===== src/rtl/fib_arbiter.sv =====
// Round-robin front end sharing one fibonacci core among N_REQ requesters.
// One transaction in flight; responses come back tagged with the requester id.
module fib_arbiter #(
  parameter int N_REQ       = 4,
  parameter int W           = 32,
  parameter int WAIT_CYCLES = 4,
  localparam int ID_W = (N_REQ > 1) ? $clog2(N_REQ) : 1
) (
  input  logic               clk,
  input  logic               rst,
  input  logic [N_REQ-1:0]   req_valid,
  input  logic [N_REQ*W-1:0] req_n,
  output logic [N_REQ-1:0]   req_ready,
  output logic               rsp_valid,
  output logic [ID_W-1:0]    rsp_id,
  output logic [W-1:0]       rsp_result,
  output logic               busy,
  output logic               core_start,
  output logic [W-1:0]       core_n,
  input  logic [W-1:0]       core_result,
  input  logic               core_busy
);

  // The start cycle itself can never show busy, so allow one extra cycle.
  localparam int TMO   = WAIT_CYCLES + 1;
  localparam int CNT_W = $clog2(TMO + 1);

  typedef enum logic [1:0] {
    S_IDLE,
    S_WAIT,
    S_RUN,
    S_DONE
  } state_t;

  state_t r_state;
  state_t w_next;

  logic [ID_W-1:0]  r_rr;
  logic [ID_W-1:0]  r_cur_id;
  logic [CNT_W-1:0] r_cnt;
  logic [N_REQ-1:0] r_req_ready;
  logic             r_core_start;
  logic [W-1:0]     r_core_n;
  logic             r_rsp_valid;
  logic [ID_W-1:0]  r_rsp_id;
  logic [W-1:0]     r_rsp_result;

  logic [ID_W-1:0]  w_idx [N_REQ];
  logic [W-1:0]     w_req_n [N_REQ];
  logic [ID_W-1:0]  w_win;
  logic [ID_W-1:0]  w_rr_next;
  logic             w_found;
  logic             w_grant;
  logic             w_cnt_inc;
  logic             w_done_entry;

  // Scan from the pointer downward in priority so the nearest index wins.
  always_comb begin
    w_found = 1'b0;
    w_win   = '0;
    for (int k = 0; k < N_REQ; k++) begin
      w_idx[k]   = ID_W'((int'(r_rr) + k) % N_REQ);
      w_req_n[k] = req_n[k*W +: W];
    end
    for (int k = N_REQ - 1; k >= 0; k--) begin
      if (req_valid[w_idx[k]]) begin
        w_found = 1'b1;
        w_win   = w_idx[k];
      end
    end
  end

  assign w_rr_next = (w_win == ID_W'(N_REQ - 1)) ?
                     '0 : w_win + 1'b1;

  always_ff @(posedge clk) begin
    if (rst) r_state <= S_IDLE;
    else     r_state <= w_next;
  end

  always_comb begin
    w_next = r_state;
    unique case (r_state)
      S_IDLE: if (w_found) w_next = S_WAIT;
      S_WAIT: begin
        if (core_busy)                    w_next = S_RUN;
        else if (r_cnt == CNT_W'(TMO))    w_next = S_DONE;
      end
      S_RUN:  if (!core_busy) w_next = S_DONE;
      S_DONE: w_next = S_IDLE;
      default: w_next = S_IDLE;
    endcase
  end

  always_comb begin
    w_grant      = (r_state == S_IDLE) && w_found;
    w_cnt_inc    = (r_state == S_WAIT) && !core_busy;
    w_done_entry = (w_next == S_DONE) && (r_state != S_DONE);
  end

  always_ff @(posedge clk) begin
    if (rst) begin
      r_rr         <= '0;
      r_cur_id     <= '0;
      r_cnt        <= '0;
      r_req_ready  <= '0;
      r_core_start <= 1'b0;
      r_core_n     <= '0;
      r_rsp_valid  <= 1'b0;
      r_rsp_id     <= '0;
      r_rsp_result <= '0;
    end else begin
      r_req_ready  <= '0;
      r_core_start <= 1'b0;
      r_rsp_valid  <= 1'b0;
      if (w_grant) begin
        r_req_ready[w_win] <= 1'b1;
        r_core_start       <= 1'b1;
        r_core_n           <= w_req_n[w_win];
        r_cur_id           <= w_win;
        r_rr               <= w_rr_next;
        r_cnt              <= '0;
      end else if (w_cnt_inc) begin
        r_cnt <= r_cnt + 1'b1;
      end
      if (w_done_entry) begin
        r_rsp_valid  <= 1'b1;
        r_rsp_id     <= r_cur_id;
        r_rsp_result <= core_result;
      end
    end
  end

  assign req_ready  = r_req_ready;
  assign core_start = r_core_start;
  assign core_n     = r_core_n;
  assign rsp_valid  = r_rsp_valid;
  assign rsp_id     = r_rsp_id;
  assign rsp_result = r_rsp_result;
  assign busy       = (r_state != S_IDLE);

endmodule


===== config.mk =====
export PLATFORM = sky130hd
export DESIGN_NAME = fib_arbiter
export DESIGN_NICKNAME = d
export VERILOG_FILES = /design/src/rtl/fib_arbiter.sv
export SDC_FILE = /design/constraint.sdc
export NUM_CORES = 1
export LEC_CHECK = 0
export CORE_MARGIN = 5
export CORE_UTILIZATION = 35
export CTS_CLUSTER_DIAMETER = 50
export DETAILED_ROUTE_END_ITERATION = 6
export GPL_TIMING_DRIVEN = 0
export PLACE_DENSITY = 0.77
export SETUP_SLACK_MARGIN = 0.3
export SYNTH_ARGS = -nofsm -noshare
export SYNTH_HDL_FRONTEND = slang
export SYNTH_SLANG_ARGS = --single-unit

===== constraint.sdc =====
create_clock -name clk -period 2.1 [get_ports clk]
set_clock_uncertainty 0.05 [all_clocks]
set_input_delay 0.42 -clock clk [delete_from_list [all_inputs] [get_ports clk]]
set_output_delay 0.42 -clock clk [all_outputs]
set_load 0.02 [all_outputs]

# [Word-level counts from Yosys, hierarchy flattened]
# Index checks and enable logic that the tools add are counted.
# W data, S select, Z words.
[word_totals] register_bits=81 latchBits=0 mem_bits_rw=0 romBits=0 out_inout_bits=73 elab_cells=69 memories=0
[classes] addsub=5 n_mul=0 div_mod_pow=0 order_cmp=7 n_eq_ne=7 shift=0 n_mux=29 n_bitwise=2 n_reduce_logical=9
[ops] cell="$bmux W32 S2" count=1
[ops] cell="$mux W32" count=2
[ops] cell="$mux W2" count=9
[ops] cell="$lt A2 B3 Y1 const B" count=5
[ops] cell="$mux W1" count=11
[ops] cell="$bmux W1 S2" count=4
[ops] cell="$eq A2 B2 Y1 const B" count=4
[ops] cell="$pmux W2 S4" count=1
[ops] cell="$add A2 B1 Y2 const B" count=2
[ops] cell="$add A2 B2 Y2 const B" count=2
[ops] cell="$logic_and A1 B1 Y1" count=4
[ops] cell="$reduce_or A2 Y1" count=2
[ops] cell="$add A3 B1 Y3 const B" count=1
[ops] cell="$eq A3 B3 Y1 const B" count=1
[ops] cell="$ge A3 B3 Y1 const B" count=1
[ops] cell="$not A2 Y3" count=1
[ops] cell="$demux W1 S2" count=1
[ops] cell="$eq A2 B1 Y1 const B" count=1
[ops] cell="$ge A2 B1 Y1 const B" count=1
[ops] cell="$logic_not A2 Y1" count=1
[ops] cell="$ne A2 B2 Y1 const B" count=1
[ops] cell="$reduce_bool A2 Y1" count=1
[ops] cell="$logic_not A1 Y1" count=1
[ops] cell="$not A1 Y1" count=1

# [Logic depth before layout (Yosys ltp)]
# Gate-level depths: netlist of the first run.
[depth] ltp_word=12 mapped_depth=8 depth_no_buf=7

# [Worst setup path after synthesis of the first run]
# Ideal clock, no wire load.
[synth_path] path_kind="input -> register" from="input req_valid[2]" to="register r_rr[1]" arrival_ns=1.608 t_required_ns=1.918 path_slack_ns=0.309 cell_stages=8 path_buffers=1 path_cell_list="nor2b_2 a221o_2 nand2_4 inv_4 buf_6 ha_1 nand2_1 a21oi_1"
[synth_between] elab_chain_cells=8 elab_cells_between_ends=20 classes_between="add/sub (1); eq/ne (1); mux (17); reduce/logical (1)"
[synth_rtl] item="from (decl)" line_no="11" rtl="input logic [N_REQ-1:0] req_valid,"
[synth_rtl] item="$bmux W1 S2" line_no="66" rtl="if (req_valid[w_idx[k]]) begin"
[synth_rtl] item="$mux W1 (not written as such)" line_no="66"
[synth_rtl] item="$mux W2 (3 in series)" line_no="66"
[synth_rtl] item="$mux W2 *" line_no="66"
[synth_rtl] item="named net w_win[1]" line_no="50" rtl="logic [ID_W-1:0] w_win;"
[synth_rtl] item="$add A2 B1 Y2 or $eq A2 B2 Y1 (tied branches)" line_no="74, 73"
[synth_rtl] item="$mux W2 *" line_no="73" rtl="assign w_rr_next = (w_win == ID_W'(N_REQ - 1)) ?"
[synth_rtl] item="named net w_rr_next[1]" line_no="51" rtl="logic [ID_W-1:0] w_rr_next;"
[synth_rtl] item="to (signal assigned)" line_no="121" rtl="r_rr <= w_rr_next;"
[synth_rtl] item="to (decl)" line_no="38" rtl="logic [ID_W-1:0] r_rr;"
# The timed path passes the listed nets; every way through them passes the cells marked *. The select of a mux whose other input is x is not followed.
# A chain may end at the register's enable or synchronous reset.

# [Worst setup path after layout of the first run]
[layout_path] from="register r_rsp_result[13] (netlist: rsp_result[13])" to="output rsp_result[13]"
[layout_lines] item="from (decl)" line_no="46" rtl="logic [W-1:0] r_rsp_result;"
[layout_lines] item="from (signal assigned)" line_no="129" rtl="r_rsp_result <= core_result;"
[layout_lines] item="to (decl)" line_no="16" rtl="output logic [W-1:0] rsp_result,"
# No word-level cell between the ends.

==> flow_metrics.py, run 1 <==
metrics = {
    "final_layout": {
        "nFillCells": 998,
        "final_common_cell": "clkdlybuf4s50_1",
        "fin_util": 0.630,
        "nNetsFinal": 913,
        "area_growth_pct": 74.4,
        "final_cell_mix": "clkdlybuf4s50_1 (211), nand2_1 (108), dfxtp_1 (77), a21oi_1 (40), a21o_1 (33)",
        "antennaDiodeCount": 0,
        "drive_gt1_frac": 0.161,
        "fin_cells": 887,
        "fin_area_um2": 7250,
    },
    "floorplan": {
        "core_area_um2": 11500,
        "die_area_um2": 14200,
        "die_y_um": 119,
        "num_rows": 39,
        "die_x_um": 119,
        "io_pins": 240,
        "initial_core_util": 0.361,
    },
    "power": {
        "p_per_area_nw_per_um2": 703,
        "p_leak_nw": 3.08,
        "finalPower_mw": 5.10,
        "seqPwrFrac": 0.349,
        "p_comb_frac": 0.342,
        "internal_power_mw": 3.52,
        "switching_power_mw": 1.58,
        "swShare": 0.309,
        "clockPowerShare": 0.309,
        "ir_worst_vdd_mv": 0.343,
    },
    "cts": {
        "cts_tree": "done",
        "clk_pin_slew_ns": 0.06,
        "cts_buffer_depth": 2,
        "htreeDepth": 3,
        "clock-sinks": 81,
        "insertion_delay_ns": 0.33,
        "hold_buffers": 0,
        "cts_buffers": 9,
        "root_buffer": "clkbuf_16",
    },
    "critical_path": {
        "cp.arrival_ns": 1.30,
        "startpoint_type": "register",
        "path_cells": "clkdlybuf4s50_1",
        "cp_top_family": "buffers and inverters",
        "worstSetupPathType": "register to primary output",
        "cp_slowest_cell": "clkdlybuf4s50_1",
        "end_kind": "primary output",
        "slowest_delay_ns": 0.63,
        "worst-path-buf-inv": 1,
        "required_ns": 1.63,
        "path_max_fanout": 2,
    },
    "sta": {
        "tightest_slew_ns": 0.572,
        "clock.fmax_mhz": 564,
        "fin_crit_ns": 1.77,
        "holdWs_ns": 0.403,
        "slew_headroom": 0.618,
        "final_hold_viol_count": 0,
        "setup_viol": 0,
        "fin_crit_sh": 0.844,
        "worst_slack_ns": 0.328,
        "finalSetupTns_ns": 0,
        "slew_viol_final": 0,
        "rsz0062_at_grt": "true",
    },
    "place": {
        "pre_cts_ws_ns": -0.436,
        "numPortBuffers": 238,
        "place_inst": 860,
        "hpwlAfterDp_um": 11600,
        "postPlaceCellArea_um2": 6720,
        "gp_congestion": 0.866,
    },
    "synthesis": {
        "synthArstFlopShare": 0,
        "ys.warnings.count": 0,
        "synth_seq_cells": 81,
        "synth_ff_type": "dfxtp_1",
        "synth_nets": 652,
        "synth_top_area_cell": "dfxtp_1",
        "netlist_instances": 479,
        "synth_cell_types": 41,
        "yosysSeqAreaShare": 0.390,
        "synth_top_area_frac": 0.390,
        "synth_edf_count": 0,
        "synth.area.top_cells": "dfxtp_1 (39%), nand2_1 (9.8%), o211ai_2 (9.0%)",
        "avgSynthCellArea_um2": 8.68,
        "netlist_area_um2": 4160,
    },
    "global_route": {
        "antenna_found_initial": 0,
        "grt_overflow_total": 0,
        "grt_max_degree": 15,
        "grt_pass1_vias": 4647,
        "grt_use_total": 0.201,
        "grt_pass1_wl_um": 23000,
    },
    "route": {
        "viasPerCell": 5.10,
        "wl_per_cell_um": 16.8,
        "wl_um": 14900,
        "ant_nets": 0,
        "drt_drc_violations_left": 0,
        "drtPass1Iterations": 4,
        "vias": 4523,
        "drtIter0Drc": 222,
    },
    "outcome": {
        "outcome": "finished clean",
    },
    "flow_run": {
        "drv_cap": 0,
    },
    "hold_path": {
        "holdCritPathClass": "register to register",
    },
}
==> state kept, by name (all words and copies together) (netlist names) <==
register,cells
rsp_id,2
req_ready,4
r_cnt,3
core_n,32
r_rr,2
rsp_result,32
rsp_valid,1
r_state,2
r_cur_id,2
core_start,1
==> metal layers <==
layer / track usage / share of wire / up-vias
met3: 0.0479 / 0.056 / 36
met1: 0.223 / 0.39 / 2126
li1: - / - / 2190
met5: 0 / 0 / -
met2: 0.362 / 0.52 / 171
met4: 0.0905 / 0.033 / 0
==> final timing paths <==
kind                                 endpoint  slack [ns]  cells after the start                        start
setup / recovery               rsp_result[13]        0.33                      1  rsp_result[13]$_SDFFE_PP0P_
hold / removal     rsp_result[0]$_SDFFE_PP0P_        0.40                      2   rsp_result[0]$_SDFFE_PP0P_
setup reg to reg  rsp_result[18]$_SDFFE_PP0P_        0.35                      6        r_cnt[0]$_SDFFE_PP0P_
hold reg to reg    rsp_result[0]$_SDFFE_PP0P_        0.40                      2   rsp_result[0]$_SDFFE_PP0P_
==> kinds of logic (layout without fill, tap and decap cells) <==
family | count (synthesis) | after routing | share of synthesized area
muxes | 33 | 33 | 0.0794
and+or+nand+nor | 170 | 170 | 0.188
adders and majority gates | 6 | 6 | 0.0181
AOI/OAI and AO/OA | 146 | 146 | 0.263
buffers and inverters | 41 | 306 | 0.0575
DFF | 81 | 81 | 0.390
xor gates and xnor gates | 2 | 2 | 0.00421
==> timing repair <==
item,in CTS,in global routing
endpoints found under the hold margin,0,0
cloned,1,2
buffers inserted,2,7
pin swaps,2,5
resized for setup,35,51
setup endpoints to repair,74,71
==> layout make-up <==
cell class                      instances  area, µm²  share of cell area
Sequential cell                        81       1630               0.225
Tap cell                              143        179              0.0247
Clock buffer                            9        225              0.0311
Buffer                                 36        246              0.0340
Clock inverter                          6       67.6             0.00932
Inverter                                5       26.3             0.00362
Multi-Input combinational cell        357       2340               0.323
Timing Repair Buffer                  250       2530               0.349
==> Yosys cell counts (2+ instances only) <==
master,count
buf_6,9
a211oi_1,2
nand2b_1,2
nor2b_1,2
inv_1,2
buf_2,8
and2_1,5
o211ai_1,2
mux2i_1,33
a21o_1,33
o211ai_2,30
nand2_1,108
nand3_1,32
clkbuf_1,19
nor2_1,8
dfxtp_1,81
ha_1,6
nand2_4,2
o21ai_0,32
a21oi_1,42
==> power groups by stage <==
stage          Sequential [mW]  Combinational [mW]  Clock [mW]
2_1_floorplan             1.96               0.719           0
6_report                  1.78                1.74        1.58
3_3_place_gp              1.80                1.64           0
4_1_cts                   1.78                1.70        1.61
3_5_place_dp              1.81                1.66           0
5_1_grt                   1.79                1.87        1.68
Note: power is estimated with default switching activity, not from simulation.
==> inputs of run 2 (changes only) <==
--- a/config.mk
+++ b/config.mk
@@ -10,7 +10,7 @@
 export CTS_CLUSTER_DIAMETER = 50
 export DETAILED_ROUTE_END_ITERATION = 6
 export GPL_TIMING_DRIVEN = 0
-export PLACE_DENSITY = 0.77
+export PLACE_DENSITY = 0.8
 export SETUP_SLACK_MARGIN = 0.3
 export SYNTH_ARGS = -nofsm -noshare
 export SYNTH_HDL_FRONTEND = slang
==> constraint.sdc (replaced) <==
create_clock -name clk -period 1.6 [get_ports clk]
set_clock_uncertainty 0.05 [all_clocks]
set_input_delay 0.32 -clock clk [delete_from_list [all_inputs] [get_ports clk]]
set_output_delay 0.32 -clock clk [all_outputs]
set_load 0.02 [all_outputs]
==> flow_metrics.py, run 2 (synthesis gave the netlist of run 1 again) <==
metrics = {
    "outcome": {
        "outcome": "finished, violations left",
        "violations": "negative setup slack",
    },
    "critical_path": {
        "cp.arrival_ns": 1.89,
        "cp_top_family": "compound AO/OA/AOI/OAI gates",
        "cp_slowest_cell": "a221o_2",
        "startpoint_type": "register",
        "path_cells": "nand2_4 > a221o_2 > nand2_4 > inv_8 > buf_12 > ha_4 > nand2_2 > a21oi_2",
        "slowest_delay_ns": 0.39,
        "crit_top_cell": "nand2_4",
        "worst-path-buf-inv": 2,
        "required_ns": 1.80,
        "worstSetupPathType": "register to register",
        "path_depth": 8,
        "r2r_cells": 8,
        "path_max_fanout": 6,
        "end_kind": "register",
    },
    "flow_run": {
        "drv_cap": 0,
    },
    "sta": {
        "setup_viol": 53,
        "slew_headroom": 0.521,
        "clock.fmax_mhz": 590,
        "fin_crit_ns": 1.69,
        "fin_crit_sh": 1.06,
        "rsz0062_at_grt": "true",
        "tightest_slew_ns": 0.719,
        "finalSetupTns_ns": -2.95,
        "holdWs_ns": 0.412,
        "slew_viol_final": 0,
        "final_hold_viol_count": 0,
        "worst_slack_ns": -0.0950,
    },
    "floorplan": {
        "die_y_um": 119,
        "die_x_um": 119,
        "num_rows": 39,
        "die_area_um2": 14200,
        "io_pins": 240,
        "initial_core_util": 0.361,
        "core_area_um2": 11500,
    },
    "global_route": {
        "grt_pass1_wl_um": 25800,
        "grt_pass1_vias": 5055,
        "antenna_found_initial": 2,
        "grt_use_total": 0.223,
        "grt_max_degree": 16,
        "grt_overflow_total": 0,
    },
    "cts": {
        "cts_buffers": 9,
        "clock-sinks": 81,
        "htreeDepth": 3,
        "clk_pin_slew_ns": 0.06,
        "cts_buffer_depth": 2,
        "hold_buffers": 0,
        "root_buffer": "clkbuf_16",
        "insertion_delay_ns": 0.33,
        "cts_tree": "done",
    },
    "hold_path": {
        "hold_path_depth": 3,
        "holdCritPathClass": "input port to register",
    },
    "final_layout": {
        "fin_area_um2": 7830,
        "area_growth_pct": 88.3,
        "final_cell_mix": "clkdlybuf4s50_1 (160), dfxtp_1 (74), nand2_1 (69), buf_2 (66)",
        "drive_gt1_frac": 0.402,
        "nNetsFinal": 940,
        "nFillCells": 876,
        "final_common_cell": "clkdlybuf4s50_1",
    },
    "route": {
        "wl_per_cell_um": 18.5,
        "drtIter0Drc": 174,
        "drt_drc_violations_left": 0,
        "vias": 4729,
        "viasPerCell": 5.16,
        "drtPass1Iterations": 4,
        "wl_um": 17000,
        "ant_nets": 0,
    },
    "place": {
        "gp_congestion": 0.887,
        "postPlaceCellArea_um2": 6840,
        "numPortBuffers": 238,
        "hpwlAfterDp_um": 11500,
    },
    "power": {
        "ir_worst_vdd_mv": 0.441,
        "p_leak_nw": 3.19,
        "p_per_area_nw_per_um2": 868,
    },
}
[run 2: changes by cell type in the layout (fill, tap and decap cells not counted), sizes merged, moves of 2 or more]
cell and delta:
dlygate4sd2 -4, dlymetal6s2s -18, inv +4, clkbuf +3, buf +97, diode +2, clkinvlp -2, clkdlybuf4s50 -51
[run 2: power breakdown]
part / internal [mW] / switching [mW]
combinational: 1.24 / 1.24
clock: 1.08 / 0.890
sequential: 2.22 / 0.123
[run 2: path summary, 6_finish.rpt]
| check | startpoint | end | slack (ns) |
|---|---|---|---|
| setup / recovery | r_rr[1]$_SDFFE_PP0P_ | r_rr[1]$_SDFFE_PP0P_ | -0.09 |
| hold / removal | rst | r_rr[0]$_SDFFE_PP0P_ | 0.41 |
| setup reg to reg | r_rr[1]$_SDFFE_PP0P_ | r_rr[1]$_SDFFE_PP0P_ | -0.09 |
| hold reg to reg | rsp_result[13]$_SDFFE_PP0P_ | rsp_result[13]$_SDFFE_PP0P_ | 0.42 |
[run 2: what timing repair did]
item | in CTS | in global routing
resized for setup | 445 | 75
buffers inserted | 20 | 7
pin swaps | 56 | 23
gates cloned | 11 | 1
hold endpoints to repair | 0 | 0
endpoints found under the setup margin | 154 | 91
[run 2: per-stage QoR]
stage | util | setup WS (ns) | cells | power (mW)
after floorplan | - | -0.0595 | 479 | 3.56
after global placement | 0.594 | -0.800 | 860 | 4.55
after detailed placement | 0.594 | -0.890 | 860 | 4.60
after CTS | 0.655 | -0.104 | 907 | 6.74
after global routing | 0.680 | -0.164 | 917 | 7.13
final | 0.680 | -0.0950 | 917 | 6.79
[run 2: cell type report]
class	instances	area, µm²	area share
Multi-Input combinational cell	358	2880	0.368
Timing Repair Buffer	276	2430	0.310
Sequential cell	81	1640	0.209
Buffer	36	392	0.0500
Clock buffer	10	229	0.0292
Tap cell	143	179	0.0229
Clock inverter	6	48.8	0.00623
Inverter	5	33.8	0.00431
Antenna cell	2	5.00	0.000639
[run 2: tightest hold or removal path: cells and delay by family]
| family | cells | cell delay, ns |
|---|---|---|
| buffers and inverters | 1 | 0.18 |
| AO/OA/AOI/OAI | 1 | 0.12 |
| AND/OR/NAND/NOR | 1 | 0.13 |
[run 2: per-layer routing]
layer | vias up | routed length, µm | GRT usage
met1 | 2253 | 6470 | 0.257
met5 | - | 0 | 0
li1 | 2262 | - | -
met2 | 184 | 9110 | 0.400
met4 | 0 | 387 | 0.0710
met3 | 30 | 1010 | 0.0583
==> inputs of run 3 (changes only) <==
--- a/config.mk
+++ b/config.mk
@@ -8,9 +8,11 @@
 export CORE_MARGIN = 5
 export CORE_UTILIZATION = 35
 export CTS_CLUSTER_DIAMETER = 50
+export CTS_CLUSTER_SIZE = 20
 export DETAILED_ROUTE_END_ITERATION = 6
+export DONT_BUFFER_PORTS = 1
 export GPL_TIMING_DRIVEN = 0
-export PLACE_DENSITY = 0.8
+export PLACE_DENSITY = 0.53
 export SETUP_SLACK_MARGIN = 0.3
 export SYNTH_ARGS = -nofsm -noshare
 export SYNTH_HDL_FRONTEND = slang
==> flow_metrics.py, run 3 (synthesis gave the netlist of run 1 again) <==
metrics = {
    "outcome": {
        "outcome": "finished, violations left",
        "violations": "negative setup slack",
    },
    "sta": {
        "slew_headroom": 0.518,
        "worst_slack_ns": -0.145,
        "clock.fmax_mhz": 573,
        "rsz0062_at_grt": "true",
        "tightest_slew_ns": 0.723,
        "slew_viol_final": 0,
        "fin_crit_sh": 1.09,
        "setup_viol": 36,
        "final_hold_viol_count": 0,
        "fin_crit_ns": 1.75,
    },
    "cts": {
        "htreeDepth": 3,
        "clk_pin_slew_ns": 0.06,
        "clock-sinks": 81,
        "root_buffer": "clkbuf_16",
        "cts_buffers": 9,
        "cts_buffer_depth": 2,
        "cts_tree": "done",
        "insertion_delay_ns": 0.34,
    },
    "global_route": {
        "grt_max_degree": 15,
        "grt_pass1_vias": 3941,
        "grt_pass1_wl_um": 20400,
        "grt_use_total": 0.180,
        "grt_overflow_total": 0,
        "antenna_found_initial": 0,
    },
    "place": {
        "pre_cts_ws_ns": -0.318,
        "gp_congestion": 0.767,
        "hpwlAfterDp_um": 9670,
        "numPortBuffers": 0,
    },
    "critical_path": {
        "reg2reg_slack_ns": -0.15,
        "r2r-end": "core_n[15]$_SDFFE_PP0P_",
        "end_kind": "register",
        "cp_slowest_cell": "or3_4",
        "worstSetupPathType": "register to register",
        "required_ns": 1.82,
        "slowest_delay_ns": 0.40,
        "path_max_fanout": 10,
        "path_depth": 7,
        "rr_startpoint": "r_rr[1]$_SDFFE_PP0P_",
        "cp.arrival_ns": 1.96,
        "worst-path-buf-inv": 2,
        "path_cells": "mux2i_1 > nor2_2 > or3_4 > clkinv_4 > nand2_8 > buf_8 > o211ai_2",
        "cp_top_family": "simple AND/OR/NAND/NOR gates",
        "startpoint_type": "register",
        "crit_path_end": "core_n[15]$_SDFFE_PP0P_",
        "r2r_cells": 7,
        "crit_path_start": "r_rr[1]$_SDFFE_PP0P_",
    },
    "final_layout": {
        "final_cell_mix": "dfxtp_1 (75), nand2_1 (69), a21oi_2 (37), a21o_1 (33)",
        "antennaDiodeCount": 0,
        "nNetsFinal": 692,
        "drive_gt1_frac": 0.420,
        "final_common_cell": "dfxtp_1",
        "nFillCells": 1087,
        "area_growth_pct": 35.1,
    },
    "floorplan": {
        "num_rows": 39,
        "die_x_um": 119,
        "die_area_um2": 14200,
        "die_y_um": 119,
        "core_area_um2": 11500,
        "initial_core_util": 0.361,
        "io_pins": 240,
    },
    "power": {
        "p_leak_nw": 2.08,
        "finalPower_mw": 6.08,
        "p_per_area_nw_per_um2": 1080,
        "ir_worst_vdd_mv": 0.602,
    },
    "route": {
        "wl_um": 13500,
        "wl_per_cell_um": 20.2,
        "drt_drc_violations_left": 0,
        "vias": 3688,
        "drtIter0Drc": 125,
        "drtPass1Iterations": 4,
        "viasPerCell": 5.53,
        "ant_nets": 0,
    },
    "hold_path": {
        "holdCritPathClass": "input port to register",
    },
    "flow_run": {
        "drv_cap": 0,
    },
}
run 3: metal layers:
layer	vias to the layer above	wire (µm)	GRT usage
met5	-	0	0
met4	0	358	0.0818
met3	25	1090	0.0659
met2	150	6950	0.304
met1	1749	5110	0.201
li1	1764	-	-
run 3: worst reg2reg max path, cell delays in order (launching register included):
cell and delay (ns):
dfxtp_4 0.39, mux2i_1 0.24, nor2_2 0.08, or3_4 0.40, clkinv_4 0.10, nand2_8 0.09, buf_8 0.17, o211ai_2 0.16
run 3: power by group:
part           internal [mW]  switching, mW
combinational          0.715          0.803
clock                   1.14          0.825
sequential              2.22          0.383
total                   4.07           2.01
run 3: what timing repair did:
item                       CTS  global route
setup endpoints to repair   79            77
cloned                       5             1
setup buffers               14             9
hold buffers                 0             0
gates resized for setup    100            69
pin swaps                   18            16
run 3: worst min-delay path by stage:
stage,depth (start not counted),to,slack (ns),startpoint
floorplan,2,rsp_id[0]$_SDFFE_PP0P_,0.38,r_cur_id[0]$_SDFFE_PP0P_
CTS,2,rsp_result[18]$_SDFFE_PP0P_,0.05,core_result[18]
global route,2,rsp_result[28]$_SDFFE_PP0P_,0.05,core_result[28]
global placement,2,r_cur_id[1]$_SDFFE_PP0P_,0.41,r_cur_id[1]$_SDFFE_PP0P_
finish,2,rsp_result[6]$_SDFFE_PP0P_,0.06,core_result[6]
detailed placement,2,r_cur_id[1]$_SDFFE_PP0P_,0.41,r_cur_id[1]$_SDFFE_PP0P_
run 3: per-stage QoR:
step / hold slack [ns] / instance area, µm² / std cells / setup TNS (ns) / util
5_1_grt: 0.0547 / 5620 / 667 / -7.24 / 0.488
2_1_floorplan: 0.382 / 4280 / 479 / -1.25 / -
4_1_cts: 0.0480 / 5270 / 657 / -3.78 / 0.458
6_report: 0.0622 / 5620 / 667 / -4.49 / 0.488
3_5_place_dp: 0.409 / 4460 / 622 / -8.55 / 0.387
3_3_place_gp: 0.407 / 4460 / 622 / -8.23 / 0.387
run 3: layout make-up:
cell class,instances,area (µm²),share of cell area
plain buffers,36,348,0.0619
multi-input cells,357,2810,0.501
repair buffers,29,322,0.0572
clock buffers,12,256,0.0456
flip-flops and latches,81,1640,0.292
inverters,5,33.8,0.00601
clock inverters,4,28.8,0.00512
well taps,143,179,0.0318
